[config.mk]
export PLATFORM = sky130hd
export DESIGN_NAME = exe_scheduler_flat
export DESIGN_NICKNAME = d
export VERILOG_FILES = /design/src/rtl/exe_scheduler_pkg.sv /design/src/rtl/exe_scheduler_if.sv /design/src/rtl/exe_scheduler_mul_tracker.sv /design/src/rtl/exe_scheduler.sv /design/src/flat_wrapper.sv
export SDC_FILE = /design/constraint.sdc
export NUM_CORES = 1
export LEC_CHECK = 0
export CAP_MARGIN = 20
export CORE_ASPECT_RATIO = 0.5
export CORE_MARGIN = 2
export CORE_UTILIZATION = 55
export DETAILED_ROUTE_END_ITERATION = 7
export GPL_TIMING_DRIVEN = 0
export PLACE_DENSITY_LB_ADDON = 0.08
export SLEW_MARGIN = 20
export SYNTH_ARGS = -nofsm -noshare
export SYNTH_HDL_FRONTEND = slang
export SYNTH_SLANG_ARGS = --single-unit
[constraint.sdc]
create_clock -name clk -period 3 [get_ports clk]
set_input_delay 0.3 -clock clk [delete_from_list [all_inputs] [get_ports clk]]
set_output_delay 0.3 -clock clk [all_outputs]
set_load 0.1 [all_outputs]
[src/rtl/exe_scheduler_pkg.sv]
// Shared op constants, writeback select codes and op-class decode for the execute stage.
// Ops are one-hot; any other encoding, including all-zero, decodes as control class.
package exe_scheduler_pkg;

  localparam int OP_W        = 14;
  localparam int REG_W_DEF   = 5;
  localparam int MUL_LAT_DEF = 5;

  localparam logic WB_SEL_ALU = 1'b0;
  localparam logic WB_SEL_MUL = 1'b1;

  typedef logic [OP_W-1:0] op_t;

  localparam op_t OP_ADD      = 14'h0001;
  localparam op_t OP_SUB      = 14'h0002;
  localparam op_t OP_LDB      = 14'h0004;
  localparam op_t OP_LDW      = 14'h0008;
  localparam op_t OP_STB      = 14'h0010;
  localparam op_t OP_STW      = 14'h0020;
  localparam op_t OP_MOV      = 14'h0040;
  localparam op_t OP_MUL      = 14'h0080;
  localparam op_t OP_BEQ      = 14'h0100;
  localparam op_t OP_JUMP     = 14'h0200;
  localparam op_t OP_TLBWRITE = 14'h0400;
  localparam op_t OP_IRET     = 14'h0800;

  typedef enum logic [1:0] {
    CLS_CTRL = 2'd0,
    CLS_ALU  = 2'd1,
    CLS_MUL  = 2'd2
  } op_class_e;

  function automatic op_class_e op_class(input op_t op);
    op_class_e cls;
    case (op)
      OP_MUL:  cls = CLS_MUL;
      OP_ADD, OP_SUB, OP_LDB, OP_LDW,
      OP_STB, OP_STW, OP_MOV: cls = CLS_ALU;
      default: cls = CLS_CTRL;
    endcase
    return cls;
  endfunction

endpackage

[src/rtl/exe_scheduler_if.sv]
// Decode-to-execute handshake plus the scheduler's issue and writeback outputs.
interface exe_scheduler_if
  import exe_scheduler_pkg::*;
#(
  parameter int REG_W = REG_W_DEF
) ();

  logic             id_valid;
  op_t              id_op;
  logic [REG_W-1:0] id_rd;
  logic [REG_W-1:0] id_rs1;
  logic [REG_W-1:0] id_rs2;
  logic             id_rs1_used;
  logic             id_rs2_used;
  logic             id_wen;
  logic             id_ready;
  op_t              alu_op;
  logic             alu_issue;
  logic             mul_issue;
  logic             wb_valid;
  logic [REG_W-1:0] wb_rd;
  logic             wb_sel;
  logic             busy;

  modport master (
    output id_valid, id_op, id_rd, id_rs1, id_rs2, id_rs1_used, id_rs2_used, id_wen,
    input  id_ready, alu_op, alu_issue, mul_issue, wb_valid, wb_rd, wb_sel, busy
  );

  modport slave (
    input  id_valid, id_op, id_rd, id_rs1, id_rs2, id_rs1_used, id_rs2_used, id_wen,
    output id_ready, alu_op, alu_issue, mul_issue, wb_valid, wb_rd, wb_sel, busy
  );

endinterface

[src/rtl/exe_scheduler_mul_tracker.sv]
// Shift register of in-flight MULs; flags operand hazards and the MUL writeback due next cycle.
module exe_scheduler_mul_tracker
  import exe_scheduler_pkg::*;
#(
  parameter int MUL_LAT = MUL_LAT_DEF,
  parameter int REG_W   = REG_W_DEF
) (
  input  logic             clk,
  input  logic             reset_n,
  input  logic             flush,
  input  logic             push,
  input  logic [REG_W-1:0] push_rd,
  input  logic             push_wen,
  input  logic [REG_W-1:0] rs1,
  input  logic [REG_W-1:0] rs2,
  input  logic             rs1_used,
  input  logic             rs2_used,
  input  logic [REG_W-1:0] id_rd,
  input  logic             id_wen,
  output logic             raw_hit,
  output logic             waw_hit,
  output logic             conflict_next,
  output logic [REG_W-1:0] conflict_rd,
  output logic             busy
);

  logic [MUL_LAT-1:0] slot_valid;
  logic [MUL_LAT-1:0] slot_wen;
  logic [REG_W-1:0]   slot_rd [MUL_LAT];

  always_ff @(posedge clk or negedge reset_n) begin
    if (!reset_n) begin
      slot_valid <= '0;
      slot_wen   <= '0;
      for (int i = 0; i < MUL_LAT; i++) slot_rd[i] <= '0;
    end else if (flush) begin
      slot_valid <= '0;
      slot_wen   <= '0;
    end else begin
      slot_valid <= {slot_valid[MUL_LAT-2:0], push};
      slot_wen   <= {slot_wen[MUL_LAT-2:0], push & push_wen};
      slot_rd[0] <= push_rd;
      for (int i = 1; i < MUL_LAT; i++) slot_rd[i] <= slot_rd[i-1];
    end
  end

  // The last slot still counts: its result lands on the port this cycle, too late to bypass.
  always_comb begin
    raw_hit = 1'b0;
    waw_hit = 1'b0;
    for (int i = 0; i < MUL_LAT; i++) begin
      if (slot_wen[i]) begin
        if ((rs1_used && rs1 == slot_rd[i]) || (rs2_used && rs2 == slot_rd[i])) raw_hit = 1'b1;
        if (id_wen && id_rd == slot_rd[i]) waw_hit = 1'b1;
      end
    end
  end

  assign conflict_next = slot_wen[MUL_LAT-2];
  assign conflict_rd   = slot_rd[MUL_LAT-2];
  assign busy          = |slot_valid;

endmodule

[src/rtl/exe_scheduler.sv]
// Execute-stage issue/writeback scheduler: routes ops to the ALU or MUL pipe, stalls decode
// on hazards against in-flight MULs, and owns the single register-file writeback port.
module exe_scheduler
  import exe_scheduler_pkg::*;
#(
  parameter int MUL_LAT = MUL_LAT_DEF,
  parameter int REG_W   = REG_W_DEF
) (
  input  logic           clk,
  input  logic           reset_n,
  input  logic           flush,
  exe_scheduler_if.slave sched
);

  op_class_e        op_cls;
  logic             wen_eff;
  logic             raw_hit;
  logic             waw_hit;
  logic             conflict_next;
  logic [REG_W-1:0] conflict_rd;
  logic             port_stall;
  logic             fire;
  logic             alu_fire;
  logic             mul_fire;
  logic             alu_wb;
  logic             wb_valid_q;
  logic [REG_W-1:0] wb_rd_q;
  logic             wb_sel_q;

  assign op_cls  = op_class(sched.id_op);
  assign wen_eff = sched.id_wen & (sched.id_rd != '0);

  // An older MUL owns the port next cycle, so a writing ALU op waits one cycle.
  assign port_stall = (op_cls == CLS_ALU) & wen_eff & conflict_next;
  assign fire       = sched.id_valid & ~flush & ~raw_hit & ~waw_hit & ~port_stall;
  assign alu_fire   = fire & (op_cls == CLS_ALU);
  assign mul_fire   = fire & (op_cls == CLS_MUL);
  assign alu_wb     = alu_fire & wen_eff;

  exe_scheduler_mul_tracker #(
    .MUL_LAT (MUL_LAT),
    .REG_W   (REG_W)
  ) u_mul_tracker (
    .clk           (clk),
    .reset_n       (reset_n),
    .flush         (flush),
    .push          (mul_fire),
    .push_rd       (sched.id_rd),
    .push_wen      (wen_eff),
    .rs1           (sched.id_rs1),
    .rs2           (sched.id_rs2),
    .rs1_used      (sched.id_rs1_used),
    .rs2_used      (sched.id_rs2_used),
    .id_rd         (sched.id_rd),
    .id_wen        (wen_eff),
    .raw_hit       (raw_hit),
    .waw_hit       (waw_hit),
    .conflict_next (conflict_next),
    .conflict_rd   (conflict_rd),
    .busy          (sched.busy)
  );

  always_ff @(posedge clk or negedge reset_n) begin
    if (!reset_n) begin
      wb_valid_q <= 1'b0;
      wb_rd_q    <= '0;
      wb_sel_q   <= WB_SEL_ALU;
    end else if (flush) begin
      wb_valid_q <= 1'b0;
    end else if (conflict_next) begin
      wb_valid_q <= 1'b1;
      wb_rd_q    <= conflict_rd;
      wb_sel_q   <= WB_SEL_MUL;
    end else if (alu_wb) begin
      wb_valid_q <= 1'b1;
      wb_rd_q    <= sched.id_rd;
      wb_sel_q   <= WB_SEL_ALU;
    end else begin
      wb_valid_q <= 1'b0;
    end
  end

  always_ff @(posedge clk) begin
    if (reset_n) assert (!(alu_wb && conflict_next));
  end

  assign sched.id_ready  = fire;
  assign sched.alu_issue = alu_fire;
  assign sched.alu_op    = alu_fire ? sched.id_op : '0;
  assign sched.mul_issue = mul_fire;
  assign sched.wb_valid  = wb_valid_q;
  assign sched.wb_rd     = wb_rd_q;
  assign sched.wb_sel    = wb_sel_q;

endmodule

[src/flat_wrapper.sv]
// flat-port wrapper written by rule: the top's interface ports become plain ports
module exe_scheduler_flat import exe_scheduler_pkg::*;
#(
  parameter int MUL_LAT = MUL_LAT_DEF,
  parameter int REG_W   = REG_W_DEF
)
  (clk, reset_n, flush, sched_id_valid, sched_id_op, sched_id_rd, sched_id_rs1, sched_id_rs2, sched_id_rs1_used, sched_id_rs2_used, sched_id_wen, sched_id_ready, sched_alu_op, sched_alu_issue, sched_mul_issue, sched_wb_valid, sched_wb_rd, sched_wb_sel, sched_busy);
  exe_scheduler_if #(.REG_W(REG_W)) sched_i ();
  input  logic clk;
  input  logic reset_n;
  input  logic flush;
  input wire logic [$bits(sched_i.id_valid)-1:0] sched_id_valid;
  input wire logic [$bits(sched_i.id_op)-1:0] sched_id_op;
  input wire logic [$bits(sched_i.id_rd)-1:0] sched_id_rd;
  input wire logic [$bits(sched_i.id_rs1)-1:0] sched_id_rs1;
  input wire logic [$bits(sched_i.id_rs2)-1:0] sched_id_rs2;
  input wire logic [$bits(sched_i.id_rs1_used)-1:0] sched_id_rs1_used;
  input wire logic [$bits(sched_i.id_rs2_used)-1:0] sched_id_rs2_used;
  input wire logic [$bits(sched_i.id_wen)-1:0] sched_id_wen;
  output wire logic [$bits(sched_i.id_ready)-1:0] sched_id_ready;
  output wire logic [$bits(sched_i.alu_op)-1:0] sched_alu_op;
  output wire logic [$bits(sched_i.alu_issue)-1:0] sched_alu_issue;
  output wire logic [$bits(sched_i.mul_issue)-1:0] sched_mul_issue;
  output wire logic [$bits(sched_i.wb_valid)-1:0] sched_wb_valid;
  output wire logic [$bits(sched_i.wb_rd)-1:0] sched_wb_rd;
  output wire logic [$bits(sched_i.wb_sel)-1:0] sched_wb_sel;
  output wire logic [$bits(sched_i.busy)-1:0] sched_busy;
  assign sched_i.id_valid = sched_id_valid;
  assign sched_i.id_op = sched_id_op;
  assign sched_i.id_rd = sched_id_rd;
  assign sched_i.id_rs1 = sched_id_rs1;
  assign sched_i.id_rs2 = sched_id_rs2;
  assign sched_i.id_rs1_used = sched_id_rs1_used;
  assign sched_i.id_rs2_used = sched_id_rs2_used;
  assign sched_i.id_wen = sched_id_wen;
  assign sched_id_ready = sched_i.id_ready;
  assign sched_alu_op = sched_i.alu_op;
  assign sched_alu_issue = sched_i.alu_issue;
  assign sched_mul_issue = sched_i.mul_issue;
  assign sched_wb_valid = sched_i.wb_valid;
  assign sched_wb_rd = sched_i.wb_rd;
  assign sched_wb_sel = sched_i.wb_sel;
  assign sched_busy = sched_i.busy;
  exe_scheduler #(.MUL_LAT(MUL_LAT), .REG_W(REG_W)) u_core (.clk(clk), .reset_n(reset_n), .flush(flush), .sched(sched_i));
endmodule
==> metrics.md, run 1 <==
| Metric | Value |
|---|---|
| Status | `finished, final reports clean` |
| DR WL/cell | `17.2 µm` |
| Clock root cell | `clkbuf_8` |
| Worst setup SP type | `input port` |
| Max Freq | `342 MHz` |
| Power, Total | `1.60 mW` |
| Gate power share | `0.301` |
| Pre-antenna DRT Iters | `4` |
| Worst slew pin tran | `986 ps` |
| Most frequent cells in the layout | `59 x xor2_1, 42 x dfrtp_1, 30 x mux2_2` |
| Post-synth cell types | `34` |
| Period utilisation layout | `0.974` |
| Most common cell after layout, fill and taps aside | `xor2_1` |
| Syn Std Cell Area | `2840 µm²` |
| Core ar. | `4950 µm²` |
| Worst clock skew | `7.54 ps` |
| Setup crit end kind | `output port` |
| R2R cell count | `7` |
| Chip width | `106 µm` |
| RR Endpoint | `u_core.sched.wb_rd[3]` |
| Final number of hold-violating endpoints | `0` |
| Deepest clock path buffer count | `2` |
| IO Count | `61` |
| Peak fanout along the critical path | `10` |
| Max Transition Viols Final | `0` |
| Crit path time final | `2920 ps` |
| Critical Path End | `sched_alu_op[1]` |
| Layout cells sized above 1 | `0.261` |
| Max-cap violations | `0` |
| Crit path DAT | `2620 ps` |
| Power density over the cells | `460 nW/µm²` |
| Drt via density | `5.53` |
| Clk slew on worst S/H paths | `80 ps` |
| Gr usage total | `0.256` |
| Clk_lat worst skew | `300 ps` |
| Mean Syn Cell Area | `10.3 µm²` |
| Antenna violations before repair | `0` |
| Sequential fraction of design power | `0.462` |
| Detailed placement HPWL | `5280 µm` |
| Sw power | `0.556 mW` |
| Antenna Diode Count | `0` |
| Largest net degree at the start of global routing | `23` |
| R2R Path Start | `u_core.u_mul_tracker.slot_rd[16]` |
| Yosys warns | `0` |
| Antenna Nets Post-Route | `0` |
| Post-synthesis sequential area ratio | `0.370` |
| Remaining DRCs | `0` |
| CP startpoint | `sched_id_op[5]` |
| Leak | `1.54 nW` |
| Die height | `54.8 µm` |
| Fin Setup TNS | `0 ps` |
| Site Rows | `18` |
| Grt ovf | `0` |
| CTS tree | `yes` |
| Clock Power Share | `0.237` |
| Nets | `364` |
| R2R setup slack | `820 ps` |
| WS Path Type | `in2out` |
| Die area | `5790 µm²` |
| Starting Density | `0.573` |
| Synth Register Bits | `42` |
| Gate Count Post-Synth | `276` |
| Final setup vio count | `0` |
| H-tree level count | `2` |
| DRT iter0 DRCs | `89` |
| Switching part of the total | `0.347` |
| Cell internal pwr | `1.05 mW` |
| Total CTS buffers | `5` |
| Peak VDD IR | `0.242 mV` |
| Final GP Congestion | `0.923` |
| TritonCTS Sinks | `42` |
| Drt total wl | `6880 µm` |
| IO Port Bufs | `37` |
| Area Growth Syn to Fin | `22.7%` |
| Number of global-route vias before repair | `2147` |
| Relative slew slack | `0.340` |
| Class of the worst hold path | `in2reg` |
| WP data required | `2700 ps` |
| Global-route wire length before repair | `10900 µm` |
| Via count | `2208` |
## synth_stat cells (all sizes together)
cell type,n,area share
xor2,59,0.18
dfrtp,42,0.37
mux2,35,0.14
buf,24,0.051
xnor2,18,0.055
nor4,17,0.037
nand4,11,0.024
and3,10,0.022
clkbuf,9,0.013
nor2b,7,0.015
nor3,7,0.012
nand3,6,0.011
o21ai,5,0.013
inv,4,0.0053
nor2,4,0.0053
and2,3,0.0066
nand2,3,0.0040
a31oi,2,0.0097
o2111ai,2,0.0062
a21oi,1,0.0018
a311oi,1,0.0031
conb,1,0.0013
nand2b,1,0.0022
nand3b,1,0.0026
o211ai,1,0.0026
or3,1,0.0022
or4,1,0.0026
## repair_timing
action,in CTS,in global routing
hold endpoints to repair,21,0
resized for setup,60,11
hold buffers,1,0
pin swaps,1,1
setup buffers,1,0
cloned,0,0
endpoints found under the setup margin,10,10
## worst min path at each step
stage / start / slack [ps] / end / cells past startpoint
CTS: sched_id_rd[4] / 440 / u_core.u_mul_tracker.slot_rd[24] / 2
detailed placement: reset_n / 320 / u_core.u_mul_tracker.slot_valid[0] / 1
floorplan: reset_n / 4 / u_core.sched.wb_rd[0] / 0
finish: sched_id_rd[2] / 440 / u_core.u_mul_tracker.slot_rd[22] / 2
global placement: u_core.sched.wb_rd[4] / 470 / u_core.sched.wb_rd[4] / 1
global route: sched_id_rd[2] / 440 / u_core.u_mul_tracker.slot_rd[22] / 2
## sequential cells by signal (all words and copies together), names as in the netlist
| signal | flops |
|---|---|
| u_core.u_mul_tracker.slot_wen | 5 |
| u_core.sched.wb_valid | 1 |
| u_core.sched.wb_sel | 1 |
| u_core.sched.wb_rd | 5 |
| u_core.u_mul_tracker.conflict_rd | 5 |
| u_core.u_mul_tracker.slot_valid | 5 |
| u_core.u_mul_tracker.slot_rd | 20 |
## kinds of logic after synthesis
logic type | synth area share
buffers and inverters | 0.0691
multiplexers | 0.139
other | 0.00132
AND/OR/NAND/NOR | 0.148
flip-flops | 0.370
XOR/XNOR | 0.237
AO/OA/AOI/OAI | 0.0361
## critical path, stage by stage
cell,delay [ps]
clkdlybuf4s50_1,500
nor3_1,330
nand3_1,190
a31oi_4,230
o211ai_1,140
a31oi_2,280
nor3_2,100
buf_6,140
and3_1,170
buf_4,230
## stage by stage
| step | setup slack [ps] | hold slack, ps | util | area [µm²] | cells |
|---|---|---|---|---|---|
| floorplan | 57.0 | 4.41 | - | 2860 | 282 |
| global placement | -812 | 471 | 0.670 | 3320 | 389 |
| detailed placement | -994 | 316 | 0.675 | 3340 | 390 |
| CTS | 0.169 | 439 | 0.692 | 3430 | 399 |
| global route | -28.0 | 441 | 0.704 | 3490 | 399 |
| finish | 77.4 | 438 | 0.704 | 3490 | 399 |
## routing by layer
metal  vias to the layer above  wire length, µm  part of all wire  track usage
li1                       1037                -                 -            -
met1                      1080             3190              0.46        0.346
met2                        83             3060              0.44        0.409
met3                         8              556             0.081       0.0631
met4                         0               68            0.0099       0.0921
met5                         -                0                 0            0
## power by group through the flow
stage	clock, mW	combinational [mW]	sequential, mW
5_1_grt	0.410	0.524	0.748
3_3_place_gp	0	0.463	0.737
3_5_place_dp	0	0.483	0.740
4_1_cts	0.384	0.477	0.738
6_report	0.380	0.483	0.741
2_1_floorplan	0	0.370	0.713
## area by class of cell
type                            instances  area (µm²)
Tap cell                               70        87.6
Timing Repair Buffer                   40         397
Buffer                                 32         178
Clock buffer                            7        86.3
Clock inverter                          1        5.00
Inverter                                4        15.0
Sequential cell                        42        1050
Multi-Input combinational cell        203        1670
Fill cell                             382        1470
(Power assumes the default switching activity.)
==> run 2, diff against run 1 <==
--- a/config.mk
+++ b/config.mk
@@ -6,9 +6,10 @@
 export NUM_CORES = 1
 export LEC_CHECK = 0
 export CAP_MARGIN = 20
-export CORE_ASPECT_RATIO = 0.5
+export CORE_ASPECT_RATIO = 1.4
 export CORE_MARGIN = 2
 export CORE_UTILIZATION = 55
+export CTS_BUF_LIST = sky130_fd_sc_hd__clkbuf_16
 export DETAILED_ROUTE_END_ITERATION = 7
 export GPL_TIMING_DRIVEN = 0
 export PLACE_DENSITY_LB_ADDON = 0.08
==> run 2 against run 1 <==
  * Flip-flop and latch count did not move
  * Clock skew down 4.6 ps
  * Via count down 0.72%
  * Final cell count down 1.0%
  * Register-to-register slack got worse by 60 ps
  * Largest cell class unchanged
  * Largest power group unchanged
==> metrics.md, run 2 (synthesis gave the netlist of run 1 again) <==
| Metric | Value |
|---|---|
| Period utilisation layout | `0.956` |
| Sequential fraction of design power | `0.427` |
| Max Freq | `349 MHz` |
| Site Rows | `31` |
| Most frequent cells in the layout | `59 x xor2_1, 41 x dfrtp_1, 30 x mux2_2` |
| Die height | `89.0 µm` |
| Antenna Diode Count | `0` |
| Slowest CP cell | `nor4_1` |
| Most common cell after layout, fill and taps aside | `xor2_1` |
| TritonCTS Sinks | `42` |
| Max-cap violations | `0` |
| Area Growth Syn to Fin | `22.3%` |
| Worst clock skew | `2.98 ps` |
| Switching part of the total | `0.327` |
| Clk slew on worst S/H paths | `60 ps` |
| Pre-antenna DRT Iters | `4` |
| DR WL/cell | `18.4 µm` |
| Status | `finished, final reports clean` |
| Detailed placement HPWL | `5500 µm` |
| Clock root cell | `clkbuf_16` |
| Antenna Nets Post-Route | `0` |
| IO Count | `61` |
| Drt via density | `5.55` |
| Number of global-route vias before repair | `2149` |
| Global-route wire length before repair | `11400 µm` |
| WP data required | `2700 ps` |
| Peak VDD IR | `0.258 mV` |
| Worst slew pin tran | `975 ps` |
| Final Cell Area | `3470 µm²` |
| Total CTS buffers | `5` |
| Max reg flops | `20` |
| Peak fanout along the critical path | `10` |
| Slowest stage delay, CP | `410 ps` |
| Placed cell area | `3330 µm²` |
| Crit path time final | `2870 ps` |
| Worst setup SP type | `flop` |
| Util after Layout | `0.684` |
| Final setup vio count | `0` |
| Leak | `1.55 nW` |
| Setup crit end kind | `output port` |
| Deepest clock path buffer count | `2` |
| Gate power share | `0.283` |
| CTS tree | `yes` |
| Remaining DRCs | `0` |
| Clock Power Share | `0.290` |
| WS Path Type | `reg2out` |
| Clk_lat worst skew | `280 ps` |
| Final GP Congestion | `0.955` |
| Starting Density | `0.559` |
| Max Transition Viols Final | `0` |
| Biggest register | `u_core.u_mul_tracker.slot_rd` |
| Chip width | `64.7 µm` |
| RSZ-0062 raised after global routing | `false` |
| Gr usage total | `0.268` |
| H-tree level count | `2` |
| Worst path buffer plus inverter count | `3` |
| Drt total wl | `7270 µm` |
| DRT iter0 DRCs | `145` |
| Antenna violations before repair | `0` |
| Via count | `2192` |
| Core ar. | `5080 µm²` |
| CP top delay family | `simple AND/OR/NAND/NOR gates` |
| Class of the worst hold path | `in2async` |
| Crit path DAT | `2570 ps` |
| Cell internal pwr | `1.16 mW` |
| Final number of hold-violating endpoints | `0` |
| Crit path cell chain | `clkbuf_1 > xor2_1 > nor4_1 > nand3_1 > a31oi_1 > nor3_2 > buf_6 > and3_1 > buf_4` |
| Relative slew slack | `0.348` |
| Layout cells sized above 1 | `0.246` |
| Die area | `5770 µm²` |
| Largest net degree at the start of global routing | `31` |
| Nets | `365` |
| Power density over the cells | `497 nW/µm²` |
| Grt ovf | `0` |
| Sw power | `0.565 mW` |
| IO Port Bufs | `37` |
[run 2: power groups by stage]
stage	combinational [mW]	clock (mW)	sequential (mW)
finish	0.489	0.500	0.737
global route	0.533	0.528	0.745
CTS	0.487	0.504	0.735
detailed placement	0.482	0	0.745
global placement	0.470	0	0.742
floorplan	0.370	0	0.713
[run 2: worst paths after layout]
kind	from	endpoint	slack (ps)	depth (start not counted)
max reg2reg	u_core.u_mul_tracker.conflict_rd[2]	u_core.sched.wb_rd[1]	760	7
min reg2reg	u_core.sched.wb_rd[3]	u_core.sched.wb_rd[3]	480	1
min	reset_n	u_core.u_mul_tracker.slot_rd[15]	440	2
max in group asynchronous	reset_n	u_core.u_mul_tracker.slot_rd[18]	2090	3
min in group clk	sched_id_rd[3]	u_core.u_mul_tracker.slot_rd[23]	450	2
max	u_core.u_mul_tracker.conflict_rd[2]	sched_alu_op[0]	130	9
[run 2: final cells by class]
type | instances | area (µm²)
Buffer | 33 | 181
Clock buffer | 5 | 125
Clock inverter | 2 | 7.51
Fill cell | 419 | 1610
Inverter | 4 | 15.0
Multi-Input combinational cell | 203 | 1630
Sequential cell | 42 | 1050
Tap cell | 66 | 82.6
Timing Repair Buffer | 40 | 377
[run 2: per-layer routing]
| metal | global-route usage | up-vias | part of all wire |
|---|---|---|---|
| li1 | - | 1033 | - |
| met1 | 0.330 | 1075 | 0.40 |
| met2 | 0.484 | 72 | 0.53 |
| met3 | 0.0327 | 12 | 0.047 |
| met4 | 0.0909 | 0 | 0.021 |
| met5 | 0 | - | 0 |
[run 2: metrics by stage]
stage,worst slack [ps],hold slack [ps],instances,TNS (ps),power (mW)
after floorplan,57.0,4.41,282,0,1.08
after global placement,-846,470,385,-8100,1.21
after detailed placement,-859,209,386,-8170,1.23
after CTS,19.8,454,395,0,1.73
after global routing,9.02,473,395,0,1.81
final,131,442,395,0,1.73
[run 2: repair_timing]
action / in CTS / in global routing
hold buffers: 1 / 0
buffers inserted: 1 / 0
resized for setup: 59 / 4
setup endpoints to repair: 10 / 10
endpoints found under the hold margin: 12 / 0
pin swaps: 1 / 2
==> run 3, diff against run 2 <==
--- a/config.mk
+++ b/config.mk
@@ -5,15 +5,15 @@
 export SDC_FILE = /design/constraint.sdc
 export NUM_CORES = 1
 export LEC_CHECK = 0
-export CAP_MARGIN = 20
 export CORE_ASPECT_RATIO = 1.4
 export CORE_MARGIN = 2
 export CORE_UTILIZATION = 55
 export CTS_BUF_LIST = sky130_fd_sc_hd__clkbuf_16
+export CTS_CLUSTER_DIAMETER = 40
 export DETAILED_ROUTE_END_ITERATION = 7
 export GPL_TIMING_DRIVEN = 0
 export PLACE_DENSITY_LB_ADDON = 0.08
-export SLEW_MARGIN = 20
+export SLEW_MARGIN = 5
 export SYNTH_ARGS = -nofsm -noshare
 export SYNTH_HDL_FRONTEND = slang
 export SYNTH_SLANG_ARGS = --single-unit
==> run 3 against run 2 <==
  * Critical path depth stayed put
  * Global-route usage decreased by 0.91 points
  * Core utilization grew 0.12 points
  * Register-to-register slack lost 30 ps
  * Critical endpoint unchanged
  * Clock skew increased by 1.8 ps
  * Highest routed layer unchanged
  * Worst hold slack got worse by 89 ps
  * Worst setup slack improved by 17 ps
==> metrics.md, run 3 (synthesis gave the netlist of run 1 again) <==
| Metric | Value |
|---|---|
| Switching part of the total | `0.331` |
| Max reg flops | `20` |
| Crit path time final | `2850 ps` |
| H-tree level count | `2` |
| CTS tree | `yes` |
| Clock root cell | `clkbuf_16` |
| Slowest stage delay, CP | `450 ps` |
| RSZ-0062 raised after global routing | `false` |
| TritonCTS Sinks | `42` |
| Grt ovf | `0` |
| Number of global-route vias before repair | `2121` |
| WP data required | `2700 ps` |
| Largest net degree at the start of global routing | `40` |
| Slowest CP cell | `dfrtp_1` |
| Pre-antenna DRT Iters | `4` |
| Crit path DAT | `2550 ps` |
| Crit path cell chain | `xor2_1 > nor4_1 > and3_1 > a311oi_2 > a21oi_1 > nor3_2 > buf_6 > and3_1 > buf_4` |
| Biggest register | `u_core.u_mul_tracker.slot_rd` |
| Peak fanout along the critical path | `10` |
| Antenna Nets Post-Route | `0` |
| Status | `finished, final reports clean` |
| Final GP Congestion | `0.955` |
| Max Transition Viols Final | `0` |
| Worst clock skew | `4.74 ps` |
| IO Count | `61` |
| Deepest clock path buffer count | `2` |
| Core ar. | `5080 µm²` |
| Clock Power Share | `0.298` |
| Nets | `365` |
| Max-cap violations | `0` |
| Class of the worst hold path | `in2async` |
| Via count | `2194` |
| Worst setup SP type | `flop` |
| Global-route wire length before repair | `11100 µm` |
| Worst path buffer plus inverter count | `2` |
| IO Port Bufs | `37` |
| Chip width | `64.7 µm` |
| DRT iter0 DRCs | `107` |
| Sw power | `0.575 mW` |
| Final setup vio count | `0` |
| Max Freq | `351 MHz` |
| Area Growth Syn to Fin | `22.5%` |
| Drt via density | `5.54` |
| Setup crit end kind | `output port` |
| CP top delay family | `simple AND/OR/NAND/NOR gates` |
| WS Path Type | `reg2out` |
| Fin Setup TNS | `0 ps` |
| Clk_lat worst skew | `290 ps` |
| Antenna violations before repair | `0` |
| Hold_ws | `353 ps` |
| Setup WS pre-CTS | `-851 ps` |
| Cell internal pwr | `1.16 mW` |
| Antenna Diode Count | `0` |
| Layout fillers | `419` |
| Remaining DRCs | `0` |
| Util after Layout | `0.685` |
| Setup WS post-layout | `149 ps` |
| Worst slew pin tran | `975 ps` |
| Die height | `89.0 µm` |
| Most common cell after layout, fill and taps aside | `xor2_1` |
| Starting Density | `0.559` |
| Die area | `5770 µm²` |
| Detailed placement HPWL | `5350 µm` |
| Peak VDD IR | `0.264 mV` |
| Gr usage total | `0.259` |
| Most frequent cells in the layout | `59 x xor2_1, 42 x dfrtp_1, 30 x mux2_2` |
| Drt total wl | `7030 µm` |
| Final number of hold-violating endpoints | `0` |
| Sequential fraction of design power | `0.424` |
| Relative slew slack | `0.348` |
| Total CTS buffers | `5` |
| Leak | `1.55 nW` |
| Period utilisation layout | `0.950` |
| Clk slew on worst S/H paths | `60 ps` |
| Power density over the cells | `499 nW/µm²` |
| Site Rows | `31` |
| Layout cells sized above 1 | `0.248` |
| CP most frequent cell | `and3_1` |
| DR WL/cell | `17.8 µm` |
| Gate power share | `0.279` |
-- run 3: path summary, 6_finish.rpt --
path	start	endpoint	slack, ps	depth (start not counted)
worst max-delay path	u_core.u_mul_tracker.slot_rd[13]	sched_alu_op[0]	150	9
worst min-delay path	reset_n	u_core.u_mul_tracker.slot_rd[17]	350	2
worst max register to register	u_core.u_mul_tracker.slot_rd[13]	u_core.sched.wb_rd[1]	730	7
worst min register to register	u_core.sched.wb_rd[3]	u_core.sched.wb_rd[3]	490	1
max in group asynchronous	reset_n	u_core.u_mul_tracker.slot_rd[21]	2230	3
min in group clk	sched_id_rd[3]	u_core.u_mul_tracker.slot_rd[23]	440	2
-- run 3: timing repair --
item | 4_1_cts | 5_1_grt
pin swaps | 1 | 1
setup endpoints to repair | 10 | 10
endpoints found under the hold margin | 3 | 0
hold buffers | 1 | 0
buffers inserted | 1 | 0
resized for setup | 60 | 2
-- run 3: cell type report --
type	count	area, µm²	area share
Buffer	33	181	0.0521
Clock buffer	5	125	0.0359
Clock inverter	3	12.5	0.00359
Inverter	4	15.0	0.00431
Multi-Input combinational cell	203	1640	0.471
Sequential cell	42	1050	0.302
Tap cell	66	82.6	0.0237
Timing Repair Buffer	40	373	0.107
-- run 3: worst reg2reg max path: cells and delay by family (launching register included) --
kind	cells	cell delay (ps)
flops	1	450
mux	1	350
xor+xnor	1	290
compound gates	2	560
simple gates	3	500
-- run 3: power groups by stage --
stage	Combinational [mW]	Sequential [mW]	Clock [mW]
2_1_floorplan	0.370	0.713	0
4_1_cts	0.486	0.734	0.519
3_5_place_dp	0.479	0.744	0
6_report	0.485	0.736	0.517
5_1_grt	0.530	0.743	0.545
3_3_place_gp	0.470	0.742	0
-- run 3: layer usage --
layer | GRT usage | wire [µm]
met1 | 0.316 | 2820
met2 | 0.453 | 3690
met3 | 0.0403 | 318
met4 | 0.112 | 204
met5 | 0 | 0
-- run 3: stage by stage --
| stage | area (µm²) | instances | power, mW |
|---|---|---|---|
| after detailed placement | 3330 | 386 | 1.22 |
| after CTS | 3470 | 396 | 1.74 |
| final | 3480 | 396 | 1.74 |
| after global routing | 3480 | 396 | 1.82 |
| after floorplan | 2860 | 282 | 1.08 |
| after global placement | 3320 | 385 | 1.21 |
